`src/rtl/fetch_pkg.sv`:
```
// ---------------------------------------------------------------------------
// fetch_pkg
// Shared types and constants for the instruction-fetch front end.
//   XLEN    : architectural register / address width
//   NOP     : canonical RV32 no-op (addi x0,x0,0), used as the reset instruction
//   state_t : fetch sequencer states
// ---------------------------------------------------------------------------
package fetch_pkg;

   localparam int XLEN = 32;

   localparam logic [XLEN-1:0] NOP = 32'h0000_0013;

   typedef enum logic [2:0] {
      IDLE,
      REQ,
      WAIT,
      OUT,
      DRAIN,
      HALT
   } state_t;

endpackage

```
`src/rtl/pc4.sv`:
```
// ---------------------------------------------------------------------------
// pc4
// Sequential-PC incrementer: produces PC+4, wrapping modulo 2^XLEN.
//   i_pc  : current program counter
//   o_pc4 : i_pc + 4
// ---------------------------------------------------------------------------
module pc4
   import fetch_pkg::*;
(
   input  logic [XLEN-1:0] i_pc,
   output logic [XLEN-1:0] o_pc4
);

   // Carry out of the top bit is simply dropped, so FFFF_FFFC + 4 wraps to 0.
   assign o_pc4 = i_pc + 32'd4;

endmodule

```
`src/rtl/fetch_pc.sv`:
```
// ---------------------------------------------------------------------------
// fetch_pc
// Program-counter register and single-outstanding instruction-fetch sequencer.
// Issues one word fetch at a time, hands the returned word and its PC to
// decode, then advances by 4 (via pc4) or redirects on trap / mret / branch.
//
// Ports
//   clk, rst_n          : clock, asynchronous active-low reset
//   stall               : decode not ready, hold the delivered instruction
//   redirect_valid/pc   : taken branch/jal/jalr and its target
//   trap / trap_vec     : exception or interrupt and its vector
//   mret / mepc         : return from trap and its target
//   imem_req/addr       : fetch request and word address (Moore, state REQ)
//   imem_gnt            : request accepted this cycle
//   imem_rvalid/rdata   : read response
//   inst_valid/inst/pc  : instruction delivered to decode
//   misalign/_pc        : one-cycle pulse with the offending redirect target
// ---------------------------------------------------------------------------
module fetch_pc
   import fetch_pkg::*;
#(
   parameter logic [31:0] RESET_PC = 32'h0000_0000
) (
   input  logic            clk,
   input  logic            rst_n,
   input  logic            stall,
   input  logic            redirect_valid,
   input  logic [XLEN-1:0] redirect_pc,
   input  logic            trap,
   input  logic [XLEN-1:0] trap_vec,
   input  logic            mret,
   input  logic [XLEN-1:0] mepc,
   output logic            imem_req,
   output logic [XLEN-1:0] imem_addr,
   input  logic            imem_gnt,
   input  logic            imem_rvalid,
   input  logic [XLEN-1:0] imem_rdata,
   output logic            inst_valid,
   output logic [XLEN-1:0] inst,
   output logic [XLEN-1:0] inst_pc,
   output logic            misalign,
   output logic [XLEN-1:0] misalign_pc
);

   state_t          r_state;
   logic [XLEN-1:0] r_pc;
   logic [XLEN-1:0] r_inst;
   logic [XLEN-1:0] r_inst_pc;
   logic            r_misalign;
   logic [XLEN-1:0] r_misalign_pc;
   logic            r_drain_halt;   // DRAIN must exit to HALT (misaligned target)

   state_t          w_state_next;
   logic [XLEN-1:0] w_pc_next;
   logic [XLEN-1:0] w_pc4;
   logic            w_drain_halt_next;
   logic            w_capture;
   logic            w_cf;
   logic            w_chk;
   logic [XLEN-1:0] w_tgt;
   logic            w_tgt_bad;
   logic            w_pending;

   pc4 u_pc4 (
      .i_pc  (r_pc),
      .o_pc4 (w_pc4)
   );

   // Control-flow target selection: trap > mret > redirect. Only the
   // redirect target is checked for alignment; the CSR unit guarantees the
   // others. A redirect cannot pull the sequencer out of HALT.
   always_comb begin
      w_cf  = 1'b0;
      w_chk = 1'b0;
      w_tgt = r_pc;
      if (trap) begin
         w_cf  = 1'b1;
         w_tgt = trap_vec;
      end else if (mret) begin
         w_cf  = 1'b1;
         w_tgt = mepc;
      end else if (redirect_valid && (r_state != HALT)) begin
         w_cf  = 1'b1;
         w_chk = 1'b1;
         w_tgt = redirect_pc;
      end
   end

   assign w_tgt_bad = w_chk && (w_tgt[1:0] != 2'b00);

   // A response is still owed by memory if a grant lands this cycle, or if
   // we are waiting/draining and the response has not arrived yet. A
   // response arriving in the same cycle as the redirect is consumed here.
   assign w_pending = ((r_state == REQ) && imem_gnt) ||
                      (((r_state == WAIT) || (r_state == DRAIN)) && !imem_rvalid);

   always_comb begin
      w_state_next      = r_state;
      w_pc_next         = r_pc;
      w_drain_halt_next = r_drain_halt;
      w_capture         = 1'b0;

      case (r_state)
         IDLE:  w_state_next = REQ;
         REQ: begin
            if (imem_gnt) w_state_next = WAIT;
         end
         WAIT: begin
            if (imem_rvalid) begin
               w_capture    = 1'b1;
               w_state_next = OUT;
            end
         end
         OUT: begin
            if (!stall) begin
               w_pc_next    = w_pc4;
               w_state_next = REQ;
            end
         end
         DRAIN: begin
            if (imem_rvalid) begin
               w_state_next      = r_drain_halt ? HALT : REQ;
               w_drain_halt_next = 1'b0;
            end
         end
         HALT:    w_state_next = HALT;
         default: w_state_next = IDLE;
      endcase

      // Control-flow change overrides stall and the normal sequencing.
      if (w_cf) begin
         w_capture = 1'b0;
         if (w_tgt_bad) begin
            w_pc_next         = r_pc;
            w_state_next      = w_pending ? DRAIN : HALT;
            w_drain_halt_next = w_pending;
         end else begin
            w_pc_next         = w_tgt;
            w_state_next      = w_pending ? DRAIN : REQ;
            w_drain_halt_next = 1'b0;
         end
      end
   end

   always_ff @(posedge clk or negedge rst_n) begin
      if (!rst_n) begin
         r_state       <= IDLE;
         r_pc          <= RESET_PC;
         r_inst        <= NOP;
         r_inst_pc     <= RESET_PC;
         r_misalign    <= 1'b0;
         r_misalign_pc <= '0;
         r_drain_halt  <= 1'b0;
      end else begin
         r_state      <= w_state_next;
         r_pc         <= w_pc_next;
         r_drain_halt <= w_drain_halt_next;
         r_misalign   <= w_cf && w_tgt_bad;
         if (w_cf && w_tgt_bad) r_misalign_pc <= w_tgt;
         if (w_capture) begin
            r_inst    <= imem_rdata;
            r_inst_pc <= r_pc;
         end
      end
   end

   assign imem_req    = (r_state == REQ);
   assign imem_addr   = r_pc;
   assign inst_valid  = (r_state == OUT);
   assign inst        = r_inst;
   assign inst_pc     = r_inst_pc;
   assign misalign    = r_misalign;
   assign misalign_pc = r_misalign_pc;

endmodule

```
`config.mk`:
```
export PLATFORM = sky130hd
export DESIGN_NAME = fetch_pc
export DESIGN_NICKNAME = d
export VERILOG_FILES = /design/src/rtl/fetch_pkg.sv /design/src/rtl/pc4.sv /design/src/rtl/fetch_pc.sv
export SDC_FILE = /design/constraint.sdc
export NUM_CORES = 1
export LEC_CHECK = 0
export BUFFER_PORTS_ARGS = -buffer_cell sky130_fd_sc_hd__buf_2
export CAP_MARGIN = 10
export CORE_MARGIN = 8
export CORE_UTILIZATION = 35
export CTS_BUF_LIST = sky130_fd_sc_hd__clkbuf_2 sky130_fd_sc_hd__clkbuf_4 sky130_fd_sc_hd__clkbuf_8
export DETAILED_ROUTE_END_ITERATION = 6
export PLACE_DENSITY_LB_ADDON = 0.08
export SYNTH_ARGS = -nofsm -noshare
export SYNTH_HDL_FRONTEND = slang
export SYNTH_HIERARCHICAL = 1
export SYNTH_SLANG_ARGS = --single-unit
```
`constraint.sdc`:
```
create_clock -name clk -period 2.3 [get_ports clk]
set_clock_uncertainty 0.15 [all_clocks]
set_input_delay 0.575 -clock clk [delete_from_list [all_inputs] [get_ports clk]]
set_output_delay 0.575 -clock clk [all_outputs]
set_load 0.02 [all_outputs]
```
# After elaboration in Yosys (flattened, before gate mapping)
# Index checks and enable logic that the tools add are counted.
[totals]
reg_bits = 133
latch_bits = 0
ramBits = 0
romBits = 0
input_bits = 136
output_inout_bits = 131
elab_cells = 65
n_memories = 0
[classes]
addsub = 1
multipliers = 0
n_div = 0
n_lt_le_gt_ge = 0
n_eq_ne = 12
shifts = 0
n_mux = 29
bitwise = 0
n_reduce_logical = 16
[ops]
columns = ["cell", "n"]
rows = [
  ["2-to-1 mux 32 bit", 7],
  ["adder 32 x 3 -> 32 bit (second input constant)", 1],
  ["2-to-1 mux 3 bit", 8],
  ["one-hot mux 3 bit (6 select lines)", 1],
  ["2-to-1 mux 1 bit", 13],
  ["inequality test 3 bit (second input constant)", 3],
  ["nonzero test 2 bit", 4],
  ["== test 3 x 2 -> 1 bit (second input constant)", 2],
  ["== test 3 bit (second input constant)", 2],
  ["logical AND 1 bit", 5],
  ["AND reduction 4 bit", 1],
  ["== test 3 x 1 -> 1 bit (second input constant)", 1],
  ["logical NOT 3 bit", 1],
  ["inequality test 3 x 1 -> 1 bit (second input constant)", 1],
  ["inequality test 3 x 2 -> 1 bit (second input constant)", 1],
  ["AND reduction 3 bit", 1],
  ["logical OR 1 bit", 2],
  ["inequality test 2 x 1 -> 1 bit (second input constant)", 1],
  ["inequality test 2 bit (second input constant)", 1],
  ["AND reduction 2 bit", 1],
  ["logical NOT 1 bit", 1],
]

# Longest topological paths before layout
# Gate-level depths: netlist of the first run.
[depth]
word_depth = 9
depth_mapped = 8
ltp_nobuf = 7

# Hierarchy
# The synthesis of the first run kept the hierarchy.
[by_module_without_submodules]
columns = ["mod", "n_inst", "cells_per_inst", "area_each_um2", "seq_area_each_um2"]
rows = [
  ["fetch_pc", 1, 593, 6408.6, 3331.9],
  ["pc4", 1, 83, 580.6, 0.0],
]

# Least setup slack after synthesis of the first run
# No wires, ideal clock.
[synth_timing]
path_type = "input-to-reg"
start = "input redirect_valid"
end = "register r_inst[22] (netlist: inst[22])"
setup_time_ps = 125
arrival_time_ps = 1953
required_time_ps = 2025
setup_slack_ps = 71
cell_stages = 6
n_path_buf = 2
cell_sequence = "buf_2 > inv_1 > o21ai_4 > nor3_4 > buf_6 > mux2_4"
[synth_via]
elab_chain_len = 5
[synth_rtl]
columns = ["item", "line", "text"]
rows = [
  ["start: declaration", "fetch_pc.sv:27", "input logic redirect_valid,"],
  ["logical AND 1 bit", "fetch_pc.sv:82", "end else if (redirect_valid && (r_state != HALT)) begin"],
  ["2-to-1 mux 1 bit", "fetch_pc.sv:82", ""],
  ["2-to-1 mux 1 bit", "fetch_pc.sv:79", "end else if (mret) begin"],
  ["2-to-1 mux 1 bit", "fetch_pc.sv:76", "if (trap) begin"],
  ["2-to-1 mux 1 bit", "fetch_pc.sv:131", "if (w_cf) begin"],
  ["end signal: assignment", "fetch_pc.sv:161", "r_inst <= imem_rdata;"],
  ["end: declaration", "fetch_pc.sv:47", "logic [XLEN-1:0] r_inst;"],
]
# Every way passes these cells.
# A chain may end at the register's enable or synchronous reset.

# Worst setup path in the final report of the first run
[layout_timing]
start = "register r_state[1]"
end = "output imem_req"
[layout_via]
elab_chain_len = 1
[layout_rtl]
columns = ["item", "line", "text"]
rows = [
  ["start: declaration", "fetch_pc.sv:45", "state_t r_state;"],
  ["start signal: assignment", "fetch_pc.sv:155", "r_state <= w_state_next;"],
  ["== test 3 x 1 -> 1 bit", "fetch_pc.sv:167", "assign imem_req = (r_state == REQ);"],
  ["end: declaration", "fetch_pc.sv:33", "output logic imem_req,"],
]
# Every way passes these cells.

==> results of run 1 <==
## worst max-delay path, stage by stage (launching register included)
cell and delay (ps):
dfrtp_1 390, buf_4 170, nor3b_1 230, buf_2 210
## layout by cell type, fill, tap and decap left out, types with 21 or more instances in the layout
cell type    n
nand2_1     69
buf_4       45
nor2_1      26
nor3_1      23
o21ai_0     23
nand2b_1    23
a22oi_1     28
mux2_2      51
buf_2      265
dfrtp_1    130
xnor2_1     21
a21oi_1     58
## cell usage after synthesis (3+ instances only)
cell	number
dfrtp_1	130
nor3_1	23
buf_1	3
nor2_1	26
and3_1	3
inv_1	6
o31a_1	3
nand4_1	9
nand2b_1	23
nand3_1	12
nand3b_1	16
o21ai_1	10
xor2_1	7
xnor2_1	21
mux2_4	10
nand2_1	69
buf_6	12
o2bb2ai_1	13
buf_2	11
o211ai_1	3
clkbuf_1	23
o22ai_1	3
a31o_2	4
mux2_1	4
a311oi_1	11
o21ai_0	23
mux2_2	51
nor2b_1	13
a31oi_1	9
a221oi_1	4
a22oi_1	28
a21oi_1	59
a21o_1	3
dfstp_2	3
## metrics by stage
| stage | TNS, ps | power (µW) | area (µm²) |
|---|---|---|---|
| 2_1_floorplan | 0 | 4730 | 6990 |
| 3_3_place_gp | -1620 | 5930 | 8870 |
| 3_5_place_dp | -1670 | 5950 | 8870 |
| 4_1_cts | 0 | 8150 | 9310 |
| 5_1_grt | 0 | 8550 | 9310 |
| 6_report | 0 | 8040 | 9310 |
## per-layer routing
layer  global-route usage  up-vias  share of wire
li1                     -     3025              -
met2                0.301      184           0.47
met3               0.0507       24          0.064
met1                0.262     3057           0.46
met4               0.0526        0          0.014
met5                    0        -              0
## cell type report
type,count,area (µm²),share of cell area
clock buffers,19,262,0.0281
clock inverters,13,169,0.0181
inverters,7,27.5,0.00296
multi-input cells,485,3350,0.359
flip-flops and latches,133,3330,0.358
well taps,265,332,0.0356
repair buffers,320,1850,0.198
## kinds of logic after synthesis
logic type,Yosys count,synth area share
and+or+nand+nor,212,0.163
DFF,133,0.477
AOI/OAI and AO/OA,179,0.166
adders and majority gates,1,0.00179
xor gates and xnor gates,28,0.0351
muxes,65,0.110
buffers and inverters,58,0.0473
## sequential cells by signal, summed over array words and instances (netlist names)
register      cells
r_state           3
inst             32
imem_addr        32
misalign          1
misalign_pc      32
r_drain_halt      1
inst_pc          32
## report_power, final
part | leakage [µW] | switching [µW] | internal [µW]
clock network | 0.000206 | 1020 | 1140
logic | 0.00278 | 1740 | 1030
registers | 0.00170 | 310 | 2800
total | 0.00468 | 3070 | 4970
## final timing paths
path / depth (start not counted) / slack (ps) / end / from
max reg2reg: 5 / 190 / misalign_pc[3] / r_state[0]
min reg2reg: 2 / 330 / misalign_pc[16] / misalign_pc[16]
min in group asynchronous: 2 / 440 / misalign_pc[13] / rst_n
min: 3 / 180 / misalign_pc[28] / redirect_pc[28]
max: 3 / 140 / imem_req / r_state[1]
max in group asynchronous: 3 / 980 / misalign_pc[26] / rst_n
## repair_timing
action                     CTS  global route
hold endpoints to repair    29             0
setup endpoints to repair    0             1
hold buffers                 1             0
gates resized for setup      0             1
==> results.toml, run 1 <==
[timing]
drv_slew = 0
rsz0062_at_grt = "no"
setup_slack_ps = 136
post-route-min-period_ps = 2160
holdWs_ps = 184
relSlewSlack = 0.267
tightest_slew_ps = 1100
setup_violations = 0
fmax_ghz = 0.462
hold_violations = 0
min_period_over_period = 0.941

[die]
dieArea_um2 = 24700
rows = 51
core_area_um2 = 19500
die_h_um = 157
initial_core_util = 0.358
num_io_pins = 267
die_w_um = 157

[route]
drtIter0Drc = 373
avgViaCountPerCell = 5.06
wl_per_cell_um = 19.2
dr.pass1.iters = 4
vias = 6290
ant_nets = 0
routed_wl_um = 23800
drc = 0

[place]
pre_cts_ws_ps = -124
hpwl_um = 17800
routabilityCongestion = 0.790
io_buffers = 266
dp_cells = 1209

[setup_path]
cp.required_ps = 1570
crit_type = "register to output pin"
worst_setup_path_end_kind = "output pin"
cp-start-kind = "register"
crit_fanout = 10
cp.arrival_ps = 1440

[final_layout]
fillers = 1963
finalNonFillerCells = 1242
fin_nets = 1101
finalCoreUtilization = 0.477
antenna_cells = 0
synthToLayoutAreaGrowth_pct = 33.2
drive_above_1_share = 0.448

[logic_synthesis]
synth_flop_cell = "dfrtp_1"
synth_top_area_cell = "dfrtp_1"
synth_area_leaders = "dfrtp_1 47%, mux2_2 8.2%, a21oi_1 4.2%"
synthesis.area_um2 = 6990
ys_warn_count = 6
netlist.area_leader.share = 0.465
synth_nets = 813
synth-seq-area-share = 0.477
ys_ff_latch = 133
synth_cell_type_count = 56
async_reset_ff_frac = 1.00
synth_edf_count = 0
avgSynthCellArea_um2 = 10.3
netlist_instances = 676

[grt]
grt_usage = 0.194
grt.overflow.total = 0
grt_max_degree = 48
grt_pass1_wl_um = 37000
antenna_found_initial = 0
grt_pass1_vias = 6393

[power]
p_per_area_nw_per_um2 = 864
ir_worst_vdd_mv = 0.475
power_leakage_uw = 0.00468

[flow_run]
drv_cap = 0

[clocking]
post_cts_buffers = 0
cts_sinks = 133
htree_levels = 4
tritoncts = "built"
numCtsBuffers = 17
worstSkewPairLatency_ps = 450
root_buffer = "clkbuf_8"
clk_pin_slew_ps = 80
clk_path_buf_depth = 2

[run_status]
status = "completed"

[hold_path]
worstHoldPathType = "input pin to register"
(Power assumes the default switching activity.)
==> inputs of run 2 (changes only) <==
PLACE_DENSITY = 0.56   (was unset)
PLACE_DENSITY_LB_ADDON = unset   (was 0.08)
clock period = 2.61 ns   (was 2.3 ns; I/O delays follow)
==> run 2 against run 1 <==
Against the previous run:
- critical path depth increased by 4
- critical endpoint is now imem_addr[24]
- sequential share of layout area increased by 0.57 points
- via count decreased by 0.79%
- register-to-register slack improved by 70 ps
- power decreased by 12%
- die area unchanged
- setup slack improved by 130 ps
- count of clock-buffer cells in the layout increased by 3
- largest cell class unchanged
==> results.toml, run 2 (synthesized netlist as in run 1, its figures left out) <==
[clocking]
clk_pin_slew_ps = 80
tritoncts = "built"
root_buffer = "clkbuf_8"
post_cts_buffers = 0
clk_path_buf_depth = 2
htree_levels = 4
worstSkewPairLatency_ps = 450
numCtsBuffers = 17
cts_sinks = 133

[setup_path]
cp-start-kind = "register"
crit_fanout = 8
r2r-start = "imem_addr[2]"
crit_type = "register to register"
setup.worst_path.start = "imem_addr[2]"
cp.required_ps = 2790
worst_setup_path_end_kind = "register"
cp.arrival_ps = 2530

[die]
core_area_um2 = 19500
die_w_um = 157
die_h_um = 157
num_io_pins = 267
rows = 51
initial_core_util = 0.358
dieArea_um2 = 24700

[final_layout]
fin_nets = 1084
final_common_cell = "buf_2"
seqCellArea_um2 = 3330
drive_above_1_share = 0.438
finalCoreUtilization = 0.469
synthToLayoutAreaGrowth_pct = 31.1
fillers = 1956
multi_input_area_um2 = 3350
mostFrequentLayoutCells = "265 x buf_2, 130 x dfrtp_1, 69 x nand2_1"

[timing]
rsz0062_at_grt = "no"
drv_slew = 0
relSlewSlack = 0.590
post-route-min-period_ps = 2350
min_period_over_period = 0.899
setup_violations = 0
fin_setup_tns_ps = 0
fmax_ghz = 0.426
tightest_slew_ps = 610
hold_violations = 0

[route]
wl_per_cell_um = 19.6
drc = 0
ant_nets = 0
dr.pass1.iters = 4
drtIter0Drc = 431
avgViaCountPerCell = 5.08
routed_wl_um = 24100
vias = 6240

[grt]
antenna_found_initial = 3
grt_pass1_wl_um = 37000
grt_max_degree = 67
grt_usage = 0.193
grt.overflow.total = 0
grt_pass1_vias = 6303

[run_status]
status = "completed"

[hold_path]
hp-start = "redirect_pc[6]"
worstHoldPathType = "input pin to register"

[flow_run]
drv_cap = 0

[power]
power_leakage_uw = 0.00460
p_per_area_nw_per_um2 = 769
ir_worst_vdd_mv = 0.481
power_uw = 7050

[place]
hpwl_um = 18100
routabilityCongestion = 0.831
io_buffers = 266
-- run 2: through the flow --
step	hold slack, ps	worst slack [ps]	instance area (µm²)	std cells
after floorplan	207	304	6990	676
after global placement	305	144	8710	1192
after detailed placement	306	117	8710	1192
after CTS	222	271	9160	1225
after global routing	227	113	9170	1228
final	259	263	9170	1228
-- run 2: repair_timing --
item	in CTS	in global routing
hold endpoints to repair	13	0
gates resized for setup	0	0
hold buffers	1	0
-- run 2: final timing paths --
check | slack (ps) | endpoint | cells after the start
setup / recovery | 260 | imem_addr[24] | 7
hold / removal | 260 | misalign_pc[6] | 3
setup reg to reg | 260 | imem_addr[24] | 7
hold reg to reg | 320 | misalign_pc[13] | 2
max in group asynchronous | 1250 | imem_addr[20] | 3
min in group asynchronous | 450 | misalign_pc[29] | 2
-- run 2: layer usage --
layer,GRT usage,vias up,routed length (µm)
met1,0.260,3030,10800
met3,0.0499,24,1680
met2,0.294,198,11200
met4,0.0675,0,402
li1,-,2988,-
met5,0,-,0
-- run 2: power by group --
group          leakage [µW]  internal (µW)  switching [µW]  total, µW
combinational       0.00268            844            1460       2300
clock              0.000219           1060             863       1930
sequential          0.00170           2470             350       2820
total               0.00460           4370            2670       7050
-- run 2: cell type report --
| cell class | count | area share |
|---|---|---|
| inverter | 7 | 0.00300 |
| multi-input combinational | 485 | 0.365 |
| antenna | 3 | 0.000819 |
| tap | 265 | 0.0362 |
| timing repair buffer | 303 | 0.183 |
| sequential | 133 | 0.364 |
| clock inverter | 10 | 0.0158 |
| clock buffer | 22 | 0.0324 |
-- run 2: worst max-delay path: stages (launching register included) --
cell,delay (ps)
dfrtp_1,440
ha_1,220
nand3_1,260
nor4_4,540
nand4_1,190
xnor2_1,160
a22oi_1,170
a21oi_1,90
==> inputs of run 3 (changes only) <==
MAX_ROUTING_LAYER = met4   (was unset)
==> run 3 against run 2 <==
Against the previous run:
- first-iteration DRC count fell by 2.8%
- cell area did not move
- combinational power barely moved
- count of clock-buffer cells in the layout did not move
- hold slack improved by 5.9 ps
- largest power group unchanged
- highest routed layer unchanged
==> results.toml, run 3 (synthesized netlist as in run 1, its figures left out) <==
[setup_path]
crit_fanout = 8
crit_type = "register to register"
slowest_stage = "nor4_4"
cp-start-kind = "register"
cp.arrival_ps = 2540
max_stage_delay_ps = 540
path_cells = "ha_1 -> nand3_1 -> nor4_4 -> nand4_1 -> xnor2_1 -> a22oi_1 -> a21oi_1"
cp.required_ps = 2780
worst_setup_path_end_kind = "register"
reg2regPathDepth = 7

[final_layout]
drive_above_1_share = 0.438
mostFrequentLayoutCells = "265 x buf_2, 130 x dfrtp_1, 69 x nand2_1"
multi_input_area_um2 = 3350
final_common_cell = "buf_2"
fillers = 1956
synthToLayoutAreaGrowth_pct = 31.1
fin_nets = 1084
finalCoreUtilization = 0.469
seqCellArea_um2 = 3330

[route]
vias = 6264
wl_per_cell_um = 19.6
dr.pass1.iters = 5
drc = 0
ant_nets = 0
routed_wl_um = 24000
drtIter0Drc = 419
avgViaCountPerCell = 5.10

[flow_run]
drv_cap = 0

[clocking]
htree_levels = 4
numCtsBuffers = 17
clk_path_buf_depth = 2
root_buffer = "clkbuf_8"
cts_sinks = 133
cts_resized = 0
worstSkewPairLatency_ps = 440
tritoncts = "built"
clk_pin_slew_ps = 80
cts_hold_buffers = 1
post_cts_buffers = 0

[power]
power_leakage_uw = 0.00460
switching_power_uw = 2660
intPower_uw = 4370
comb_power_share = 0.327
seqPwrFrac = 0.400
pwr-share-clk = 0.273
p_per_area_nw_per_um2 = 767
ir_worst_vdd_mv = 0.482
switching_share = 0.378

[die]
die_w_um = 157
die_h_um = 157
core_area_um2 = 19500
rows = 51
dieArea_um2 = 24700
num_io_pins = 267
initial_core_util = 0.358

[hold_path]
worstHoldPathType = "input pin to register"
hold_depth = 3

[timing]
min_period_over_period = 0.909
relSlewSlack = 0.598
post-route-min-period_ps = 2370
hold_violations = 0
drv_slew = 0
fmax_ghz = 0.422
setup_violations = 0
fin_setup_tns_ps = 0
rsz0062_at_grt = "no"
tightest_slew_ps = 599

[grt]
grt_pass1_wl_um = 37100
grt_max_degree = 67
grt_usage = 0.198
grt_pass1_vias = 6293
antenna_found_initial = 3
grt.overflow.total = 0

[place]
hpwl_um = 18100
routabilityCongestion = 0.843
io_buffers = 266

[run_status]
status = "completed"
==> run 3: cell counts in the layout (fill, tap and decap cells not counted) <==
No cell type changed its count.
==> run 3: metal layers <==
metal / part of all wire / vias to the layer above / track usage / wire length, µm
li1: - / 2984 / - / -
met1: 0.45 / 3034 / 0.264 / 10800
met2: 0.47 / 222 / 0.295 / 11300
met3: 0.064 / 24 / 0.0425 / 1550
met4: 0.016 / 0 / 0.0675 / 390
met5: 0 / - / - / 0
==> run 3: layout make-up <==
| type | count | area share |
|---|---|---|
| diodes | 3 | 0.000819 |
| clock buffers | 22 | 0.0324 |
| clock inverters | 10 | 0.0158 |
| inverters | 7 | 0.00300 |
| multi-input cells | 485 | 0.365 |
| flip-flops and latches | 133 | 0.364 |
| well taps | 265 | 0.0362 |
| repair buffers | 303 | 0.183 |
==> run 3: critical path, delay by kind of cell (launching register included) <==
family	cells	cell delay, ps
fa+ha+maj	1	220
flops	1	440
simple gates	3	1010
xor+xnor	1	150
compound gates	2	260
==> run 3: power by group through the flow <==
stage | Sequential (µW) | Clock [µW] | Combinational, µW
CTS | 2820 | 1990 | 2320
global placement | 2850 | 0 | 2310
finish | 2820 | 1920 | 2300
global route | 2880 | 2070 | 2490
detailed placement | 2850 | 0 | 2310
floorplan | 3280 | 0 | 887
==> run 3: path summary, 6_finish.rpt <==
kind	from	to	slack (ps)
setup / recovery	imem_addr[2]	imem_addr[24]	240
hold reg to reg	misalign_pc[13]	misalign_pc[13]	320
hold / removal	redirect_pc[6]	misalign_pc[6]	260
min in group asynchronous	rst_n	misalign_pc[29]	450
max in group asynchronous	rst_n	misalign_pc[20]	1240
setup reg to reg	imem_addr[2]	imem_addr[24]	240
==> run 3: per-stage QoR <==
stage          power [µW]  cells  setup slack (ps)  hold WS [ps]  cell area [µm²]
3_3_place_gp         5160   1192               144           305             8710
6_report             7030   1228               238           265             9170
4_1_cts              7130   1225               271           222             9160
2_1_floorplan        4170    676               304           207             6990
5_1_grt              7450   1228               103           227             9170
3_5_place_dp         5170   1192               117           306             8710
